--- src/rtl/wb_port_arbiter.sv ---
// Register-file write-port arbiter: in-order writeback pipe vs. buffered long-latency results.
// Optional same-cycle bypass of LL results into an idle port: define WB_ARB_BYPASS_EN.
//
// state     | meaning
// ----------|---------------------------------------------------------------
// ST_NORMAL | pipe has priority; FIFO head drains on cycles the pipe is idle
// ST_FORCE  | one-cycle pipeline freeze; FIFO head is written unconditionally
module wb_port_arbiter #(
  parameter int WIDTH        = 32,
  parameter int DEPTH        = 2,
  parameter int STARVE_LIMIT = 4
) (
  input  logic             CLK,
  input  logic             RST,
  input  logic             RegWriteW,
  input  logic [4:0]       RdW,
  input  logic [WIDTH-1:0] ResultW,
  input  logic             LL_VALID,
  input  logic [4:0]       LL_RD,
  input  logic [WIDTH-1:0] LL_DATA,
  output logic             LL_READY,
  output logic             RF_WE,
  output logic [4:0]       RF_A3,
  output logic [WIDTH-1:0] RF_WD3,
  output logic             STALL_W,
  output logic             LL_PENDING
);

  localparam int AW = (DEPTH > 1) ? $clog2(DEPTH) : 1;
  localparam int CW = $clog2(DEPTH + 1);
  localparam int SW = $clog2(STARVE_LIMIT + 1);
  localparam logic [CW-1:0] FULL_CNT   = CW'(DEPTH);
  localparam logic [SW-1:0] STARVE_TOP = SW'(STARVE_LIMIT - 1);

  if (DEPTH < 2 || (DEPTH & (DEPTH - 1)) != 0) begin : g_bad_depth
    $error("wb_port_arbiter: DEPTH must be a power of two and at least 2");
  end
  if (STARVE_LIMIT < 1) begin : g_bad_limit
    $error("wb_port_arbiter: STARVE_LIMIT must be at least 1");
  end

  typedef enum logic {ST_NORMAL, ST_FORCE} state_t;

  state_t           state, state_nxt;
  logic [SW-1:0]    starve_cnt, starve_nxt;
  logic [AW-1:0]    wr_ptr, rd_ptr;
  logic [CW-1:0]    count;
  logic [4:0]       rd_mem   [DEPTH];
  logic [WIDTH-1:0] data_mem [DEPTH];

  logic empty, full, pw, ll_acc, push, pop, bypass;

  assign empty      = (count == '0);
  assign full       = (count == FULL_CNT);
  assign pw         = RegWriteW && (RdW != 5'd0);
  assign LL_READY   = !full && !RST;
  assign LL_PENDING = !empty && !RST;
  assign ll_acc     = LL_VALID && LL_READY;

  always_comb begin
    state_nxt  = ST_NORMAL;
    starve_nxt = starve_cnt;
    RF_WE      = 1'b0;
    RF_A3      = 5'd0;
    RF_WD3     = '0;
    STALL_W    = 1'b0;
    pop        = 1'b0;
    bypass     = 1'b0;
    if (!RST) begin
      case (state)
        ST_FORCE: begin
          // Pipe write is held upstream by the freeze and retires next cycle.
          STALL_W    = 1'b1;
          starve_nxt = '0;
          if (!empty) begin
            RF_WE  = 1'b1;
            RF_A3  = rd_mem[rd_ptr];
            RF_WD3 = data_mem[rd_ptr];
            pop    = 1'b1;
          end
        end
        default: begin
          if (pw) begin
            RF_WE  = 1'b1;
            RF_A3  = RdW;
            RF_WD3 = ResultW;
            if (empty) begin
              starve_nxt = '0;
            end else if (starve_cnt == STARVE_TOP) begin
              starve_nxt = '0;
              state_nxt  = ST_FORCE;
            end else begin
              starve_nxt = starve_cnt + SW'(1);
            end
          end else if (!empty) begin
            RF_WE      = 1'b1;
            RF_A3      = rd_mem[rd_ptr];
            RF_WD3     = data_mem[rd_ptr];
            pop        = 1'b1;
            starve_nxt = '0;
          end else begin
            starve_nxt = '0;
`ifdef WB_ARB_BYPASS_EN
            if (ll_acc && LL_RD != 5'd0) begin
              RF_WE  = 1'b1;
              RF_A3  = LL_RD;
              RF_WD3 = LL_DATA;
              bypass = 1'b1;
            end
`endif
          end
        end
      endcase
    end
  end

  // Writes to r0 are accepted to keep the producer moving but never buffered.
  assign push = ll_acc && (LL_RD != 5'd0) && !bypass;

  always_ff @(posedge CLK) begin
    if (RST) begin
      state      <= ST_NORMAL;
      starve_cnt <= '0;
      wr_ptr     <= '0;
      rd_ptr     <= '0;
      count      <= '0;
    end else begin
      state      <= state_nxt;
      starve_cnt <= starve_nxt;
      if (push) wr_ptr <= wr_ptr + AW'(1);
      if (pop)  rd_ptr <= rd_ptr + AW'(1);
      case ({push, pop})
        2'b10:   count <= count + CW'(1);
        2'b01:   count <= count - CW'(1);
        default: count <= count;
      endcase
    end
  end

  always_ff @(posedge CLK) begin
    if (push) begin
      rd_mem[wr_ptr]   <= LL_RD;
      data_mem[wr_ptr] <= LL_DATA;
    end
  end

endmodule

--- config.mk ---
export PLATFORM = sky130hd
export DESIGN_NAME = wb_port_arbiter
export DESIGN_NICKNAME = d
export VERILOG_FILES = /design/src/rtl/wb_port_arbiter.sv
export SDC_FILE = /design/constraint.sdc
export NUM_CORES = 1
export LEC_CHECK = 0
export CAP_MARGIN = 20
export CORE_MARGIN = 2
export CORE_UTILIZATION = 30
export DETAILED_ROUTE_END_ITERATION = 6
export SKIP_CTS_REPAIR_TIMING = 1
export SYNTH_ARGS = -nofsm -noshare
export SYNTH_HDL_FRONTEND = slang
export SYNTH_SLANG_ARGS = --single-unit
--- constraint.sdc ---
create_clock -name CLK -period 7.1 [get_ports CLK]
set_input_delay 1.065 -clock CLK [delete_from_list [all_inputs] [get_ports CLK]]
set_output_delay 1.065 -clock CLK [all_outputs]
set_load 0.1 [all_outputs]
After elaboration in Yosys (flattened, before gate mapping)
Memory sizes are Yosys's and may differ from the RTL's. A register that Yosys moved wholly into a read port is not among the register bits.
Cells that the tools add are included.

storage, ports and cells
  output and inout port bits = 41
  memories = 2
  input bits = 78
  register bits = 8
  bits in writable memories = 74

cells by class
  add/subtract/negate cells = 5
  bitwise logic cells = 1
  equal/unequal tests = 4
  reductions and logical operators = 14
  muxes and demuxes = 25

memories
  name      depth  bits a word  rd ports  clocked after Yosys merged registers in  wr ports  RTL line  source
  data_mem  2      32           1         1                                        1         49        logic [WIDTH-1:0] data_mem [DEPTH];
  rd_mem    2      5            1         1                                        1         48        logic [4:0] rd_mem [DEPTH];

operators with widths
  operator             number
  $mux 32              4
  $mux 5               4
  $mux 1               16
  $reduce_bool 5->1    2
  $logic_and 1x1->1    5
  $reduce_or 5->1      1
  $eq 2x2->1 const B   2
  $pmux 2 s2           1
  $reduce_or 4->1      1
  $add 3x1->3 const B  1
  $eq 3x2->1 const B   1
  $logic_not 1->1      3
  $add 1x1->1 const B  2
  $add 2x1->2 const B  1
  $eq 2x1->1 const B   1
  $logic_not 2->1      1
  $reduce_bool 2->1    1
  $sub 2x1->2 const B  1
  $not 1->1            1

Longest topological paths before layout
  word-level depth = 7
  gate-level depth with buffers = 9
  mapped depth without buffers = 8

Worst setup path after synthesis
No wires, ideal clock.

  path kind = in2reg
  start = input port RST
  end = memory data_mem[0][0], enable pin
  setup time = 0.431 ns
  buffers on the path = 1
  path slack = 1.762 ns
  cell stages on the path = 4
  data arrival time = 4.907 ns
  data required time = 6.669 ns
  path through = clkbuf_1 -> a21oi_1 -> o211ai_1 -> nor2_1

between the ends
  word-level cells in the longest chain between the ends = 6

RTL lines
  what                          RTL line  source
  from (decl)                   14        input logic RST,
  $logic_not 1->1               -
  $logic_and 1x1->1             56        assign LL_READY = !full && !RST;
  named net LL_READY            21        output logic LL_READY,
  $logic_and 1x1->1             58        assign ll_acc = LL_VALID && LL_READY;
  $logic_and 1x1->1             118       assign push = ll_acc && (LL_RD != 5'd0) && !bypass;
  $mux 1                        141       if (push) begin
  $mux 1 (not written as such)  143       data_mem[wr_ptr] <= LL_DATA;
  to (decl)                     49

The timed path passes the listed nets, and every way through them passes these cells.

Worst setup path after layout
  start = input port RdW[4]
  end = output port RF_WD3[15]

between the ends
  word-level cells in the longest chain between the ends = 5

RTL lines
  what               RTL line  source
  from (decl)        16        input logic [4:0] RdW,
  $reduce_bool 5->1  55        assign pw = RegWriteW && (RdW != 5'd0);
  $logic_and 1x1->1  55
  $mux 32            83        if (pw) begin
  $mux 32            70        case (state)
  $mux 32            69        if (!RST) begin
  to (decl)          24        output logic [WIDTH-1:0] RF_WD3,

Every way passes these cells.

==> key figures <==
Run status
  – Status: complete, no violations

Drt
  – 1st-iter DRT viols: 69
  – Vias: 2452
  – Pre-Repair DR Iteration Count: 4
  – DRC: 0
  – WL final: 8.22 mm
  – Via density: 4.72
  – Drt wl/cell: approximately 16 um
  – Antenna Violating Nets Remaining: 0

Cells and area
  – Nets: 448
  – Area grow syn2layout: 45.3%
  – Filler cells: 1110
  – Layout cells sized above 1: 7.26%
  – N_diodes: 0
  – Final Util: about 44%
  – Layout Cells excl Fill: 519
  – Final instance area: 0.00530 sq mm

Critical path
  – Critical path buffers and inverters: 3
  – Crit path max fanout: 30
  – Most frequent cell on the critical path: clkdlybuf4s50_1
  – WP depth: 6
  – Worst EP arrival: 4.19 ns
  – CP required: 6.03 ns
  – CP Class: in2out
  – CP endpoint kind: output port
  – CP startpoint kind: input port
  – Worst path top cell family by delay: buffers and inverters
  – Largest stage delay, worst path: about 1.2 ns
  – Worst r2r path cells: 7
  – CP max stage cell: clkdlybuf4s50_1
  – Crit path cell chain: clkdlybuf4s50_1, or3_4, o31ai_4, buf_4, o22a_1, clkdlybuf4s50_1

Power and ir drop
  – Max VDD drop: around 0.11 mV
  – Final Power: 1.40 mW
  – Power per standard cell area: 264 mW/mm^2
  – Static leakage: 1.82 nW

Clock tree
  – CTS buffer count: 9
  – # H-tree levels: 3
  – Worst-Skew Late Latency: about 0.33 ns
  – CTS Root Cell: clkbuf_16
  – Longest Clk Path Bufs: 2
  – Worst-path clk slew: 0.06 ns
  – Clock sink total: 83
  – CTS tree: built

Global route
  – Pin count of the biggest net entering global routing: 39
  – Initial antenna violation count: 0
  – Vias in the first global route: 2527
  – GR Util met1: 15.8%
  – Gr busiest metal: met2
  – First-pass GRT wire length: 12.8 mm
  – Global route overflow: 0
  – Met3 Use GR: 3.12%
  – GRT Total Usage: 12.9%
  – GRT met2 Usage: 22.2%

Timing
  – Clk_skew: 0.00826 ns
  – Slew headroom: 33.1%
  – Final Setup Violations: 0
  – Max-slew violation count: 0
  – Worst slew pin tran: 1.00 ns
  – TNS Setup: 0 ns
  – Minimum clock period: around 5.3 ns
  – Final-report hold violation count: 0
  – Fmax: 190 MHz
  – Hold Worst Slack: 0.431 ns
  – RSZ-0062 raised after global routing: false
  – Final Worst Setup Slack: 1.84 ns
  – Final Cycle Share: 74.1%

Placed design
  – Placed cell areas: 0.00498 sq mm
  – Number of instances in the placed design: 503
  – DP Worst Slack: 1.83 ns
  – Port Buf Inserts: 118
  – Post-DP HPWL: 5.62 mm
  – Routability Congestion: approximately 0.8

Floorplanning
  – DIE WIDTH: between 100 and 150 um
  – Core ar.: 0.0119 sq mm
  – DIE HEIGHT: 114 um
  – I/O pins: 119
  – Cell Rows: 40
  – Initial cell density of the core: 30.6%
  – Die area: 0.0130 sq mm

Yosys
  – Yosys warns: 0
  – Mapped Area: 0.00364 sq mm
  – Yosys reg bits: 83
  – Syn Nets: 332
  – Avg Inst Size Synth: 14.5 sq um
  – Seq/Total Area, Yosys: 65.9%
  – Synth cell types: 33
  – Synthesized instance count: about 250

Worst hold path
  – Hold depth: 1
  – Worst hold path type: reg2reg

Run
  – Max Cap Viol: 0
==> layout make-up <==
cell class / instances / area (sq um) / share of cell area, %
multi-input cells: 147 / 1120 / 21.2
clock inverters: 6 / 88.8 / 1.68
flip-flops and latches: 83 / 2400 / 45.4
repair buffers: 122 / 1250 / 23.6
well taps: 147 / 184 / 3.47
inverters: 4 / 15.0 / 0.284
clock buffers: 10 / 229 / 4.32
==> Yosys cell counts <==
cell      count  area share (%)
nor2b_1       1            0.17
and3_1        1            0.17
nor4_1        2            0.34
o21ai_0       2            0.27
or4_1         1            0.21
nand2b_1      3            0.51
nand2_1       2            0.21
ha_1          3             1.0
or2_2         1            0.17
nor2_2        1            0.17
or2_1         1            0.17
dfxtp_1       9             4.9
buf_2         9             1.2
xnor2_1       1            0.24
xor2_1        1            0.24
nor2_1       41             4.2
edfxtp_1     74              61
mux2i_1      39              11
buf_4         1            0.21
inv_1         4            0.41
o31ai_4       1            0.58
nor3b_1       1            0.21
or3_1         1            0.17
a21oi_1       2            0.27
and2b_2       1            0.24
o22a_1       36             8.7
or3_4         1            0.31
clkbuf_1      1            0.10
nor4b_1       1            0.24
buf_6         6             1.9
o211ai_1      1            0.21
a22o_1        1            0.24
mux2_2        1            0.31
==> metal layers <==
layer,share of wire (%),wire [um],vias up
li1,-,-,1188
met1,44,3620,1184
met2,50,4090,75
met3,5.2,430,5
met4,0.95,78,0
met5,0,0,-
==> state kept, by name, indices dropped and copies added, names as in the netlist, named ones only <==
register / flops
data_mem: 64
rd_mem: 10
starve_cnt: 3
count: 2
rd_ptr: 1
state: 1
wr_ptr: 1
==> final timing paths <==
path | startpoint | to | slack (ns)
max | RdW[4] | RF_WD3[15] | 1.84
min | starve_cnt[0]$_SDFF_PP0_ | starve_cnt[0]$_SDFF_PP0_ | 0.43
max reg2reg | count[0]$_SDFFE_PP0P_ | count[1]$_SDFFE_PP0P_ | 4.55
min reg2reg | starve_cnt[0]$_SDFF_PP0_ | starve_cnt[0]$_SDFF_PP0_ | 0.43
==> cells by family (layout without fill, tap and decap cells) <==
family / count (synthesis) / count (layout) / share of synthesized area [%]
mux: 40 / 40 / 11.0
buf+inv: 21 / 142 / 3.81
fa+ha+maj: 3 / 3 / 1.03
xor+xnor: 2 / 2 / 0.481
compound gates: 43 / 43 / 10.2
simple gates: 59 / 59 / 7.52
flops: 83 / 83 / 65.9
==> where the power goes <==
part,total [mW],internal [mW],switching (mW)
registers,0.569,0.558,0.0112
logic,0.339,0.112,0.227
clock network,0.492,0.309,0.183
==> cell usage in the layout, fill, tap and decap left out, drive strengths merged, types with 3 or more instances in the layout <==
cell type | synthesis | final
clkbuf | 1 | 10
nand2b | 3 | 3
buf | 16 | 4
edfxtp | 74 | 74
o22a | 36 | 36
inv | 4 | 5
dfxtp | 9 | 9
ha | 3 | 3
mux2i | 39 | 39
nor2 | 42 | 42
clkdlybuf4s50 | 0 | 118
Note: power is estimated with default switching activity, not from simulation.
==> variant (config.mk and constraints unchanged) <==
`WIDTH`: 32 -> 16.
--- a/src/rtl/wb_port_arbiter.sv
+++ b/src/rtl/wb_port_arbiter.sv
@@ -6,7 +6,7 @@
 // ST_NORMAL | pipe has priority; FIFO head drains on cycles the pipe is idle
 // ST_FORCE  | one-cycle pipeline freeze; FIFO head is written unconditionally
 module wb_port_arbiter #(
-  parameter int WIDTH        = 32,
+  parameter int WIDTH        = 16,
   parameter int DEPTH        = 2,
   parameter int STARVE_LIMIT = 4
 ) (
Interface: changed (resized LL_DATA, RF_WD3 and ResultW); port bits go from 119 to 71. No check against the original RTL was run, so the function may have changed too.
==> variant against the original RTL <==
Critical path depth stayed put; setup slack better by 0.055 ns; via count is 38% lower; total power is 47% lower; clock power is 66% lower; combinational power is 33% lower; area after synthesis is 39% lower; sequential power is 38% lower; final area is 41% lower; sequential cell count is 32 lower; routed wire length is 44% lower.
==> variant: results (changes against the original RTL) <==
layout:
  drive_gt1_share_pct: 8.12  # +0.86 points
  antenna_cells: 0  # unchanged
  nets: 282  # -37%
  largestRegisters: "data_mem x32, rd_mem x10, starve_cnt x3"
  fillers: 700  # -37%
synthesis:
  ys_types: 31  # -6.1%
  async_reset_ff_share_pct: 0  # unchanged
  ys.flop_type: "edfxtp_1"
  synth_xor_area_share_pct: 0.784  # +0.30 points
  synth_edf_count: 42  # -43%
  synth_commonest_cells: "edfxtp_1, nor2_1, mux2i_1"
  yosys-top-cells-area: "edfxtp_1, mux2i_1, dfxtp_1, o22a_1, nor2_1"
  synthAdderAreaFrac_pct: 1.68  # +0.65 points
  synth_nets: 212  # -36%
  synth_mux_area_share_pct: 9.86  # -1.2 points
  ys_seq_area_share_pct: 64.5  # -1.4 points
  synth_compound_area_share_pct: 11.7  # +1.5 points
  synth_warnings: 0  # unchanged
outcome:
  outcome: "completed"
detailed_routing:
  vias: 1517  # -38%
  drt-initial-drc-count: 45  # -35%
  wire_per_inst_um: 13.8  # -13%
  drt_pass1_iterations: 4  # unchanged
setup_path:
  timing.rr.end: "count[1]"
  r2r-start: "count[0]"
  critPathCaptureType: "output pin"
  r2r_setup_slack_ns: 4.92  # +0.37 ns
  cp_max_fo: 24  # -20%
  critPathArrivalTime_ns: 4.14  # -0.05 ns
  startpoint: "RdW[1]"
  reg2regPathDepth: 6  # -1
  crit_path_end: "RF_WD3[15]"
placed_design:
  io_buffers: 70  # -41%
  dpl.hpwl_mm: 3.36  # -40%
  placed_cell_area_sq_um: 3060  # -39%
  routabilityCongestion: 0.720  # -9.8%
timing:
  finClkSkew_ns: 0.00750  # -0.000753 ns
  slew_headroom_pct: 33.8  # +0.70 points
clock_tree:
  cts_max_level: 2  # -1
  clkLatencyLatePin_ns: 0.30  # -0.03 ns
  cts_root_buffer: "clkbuf_8"
  cts_max_path_buffers: 2  # unchanged
  clk_pin_slew_ns: 0.08  # +0.02 ns
  cts_inserted_buffers: 5  # -4
power_and_ir_drop:
  p_leak_uw: 0.00107  # -41%
  vdd_drop_max_uv: 69.8  # -38%
grt:
  antenna_found_initial: 0  # unchanged
  grt_first_pass_wirelength_mm: 7.40  # -42%
  grt_start_max_net_pins: 27  # -31%
  grt_use_total_pct: 11.5  # -1.4 points
worst_hold_path:
  min_path_cells: 1  # unchanged
  min-delay-start: "starve_cnt[0]"
  hold_class: "reg -> reg"
-- variant: cell count changes after synthesis, moves of 5 or more --
cell,delta
edfxtp_1,-32
o22a_1,-18
mux2i_1,-17
nor2_1,-17
buf_6,-6
buf_2,-5
-- variant: worst min-delay path by stage --
stage / end / slack, ns
final: starve_cnt[0] / 0.44
after global routing: starve_cnt[0] / 0.47
after CTS: starve_cnt[0] / 0.44
after detailed placement: starve_cnt[0] / 0.43
after global placement: starve_cnt[0] / 0.42
after floorplan: starve_cnt[0] / 0.41
-- variant: report_power, final --
group / switching (uW) / leakage (uW) / internal (uW)
Combinational: 152 / 0.000565 / 74.8
Clock: 87.3 / 0.0000482 / 78.7
Sequential: 8.62 / 0.000459 / 341
-- variant: area by class of cell --
type	instances	area share, %
flip-flops and latches	51	45.8
multi-input cells	97	23.4
clock buffers	7	2.74
clock inverters	1	0.159
repair buffers	73	23.4
inverters	5	0.596
well taps	99	3.93
-- variant: per-stage QoR --
step | cells | util, % | worst slack (ns) | power [uW]
floorplan | 163 | - | 1.86 | 517
global placement | 323 | 42.0 | 1.89 | 583
detailed placement | 325 | 42.4 | 1.87 | 586
CTS | 333 | 43.7 | 1.87 | 750
global route | 333 | 43.7 | 1.75 | 776
finish | 333 | 43.7 | 1.90 | 742
-- variant: per-layer routing --
metal	GRT usage, %	vias to the layer above	part of all wire [%]
met1	13.7	717	42
met5	0	-	0
met4	4.62	0	1.5
met3	3.17	6	5.0
li1	-	755	-
met2	19.7	39	51
-- variant: critical path, cell delays in order --
cell and delay (ns):
clkdlybuf4s50_1 0.42, or4_4 0.57, o21bai_4 0.51, nor2_2 0.32, o22a_1 0.28, clkdlybuf4s50_1 0.97
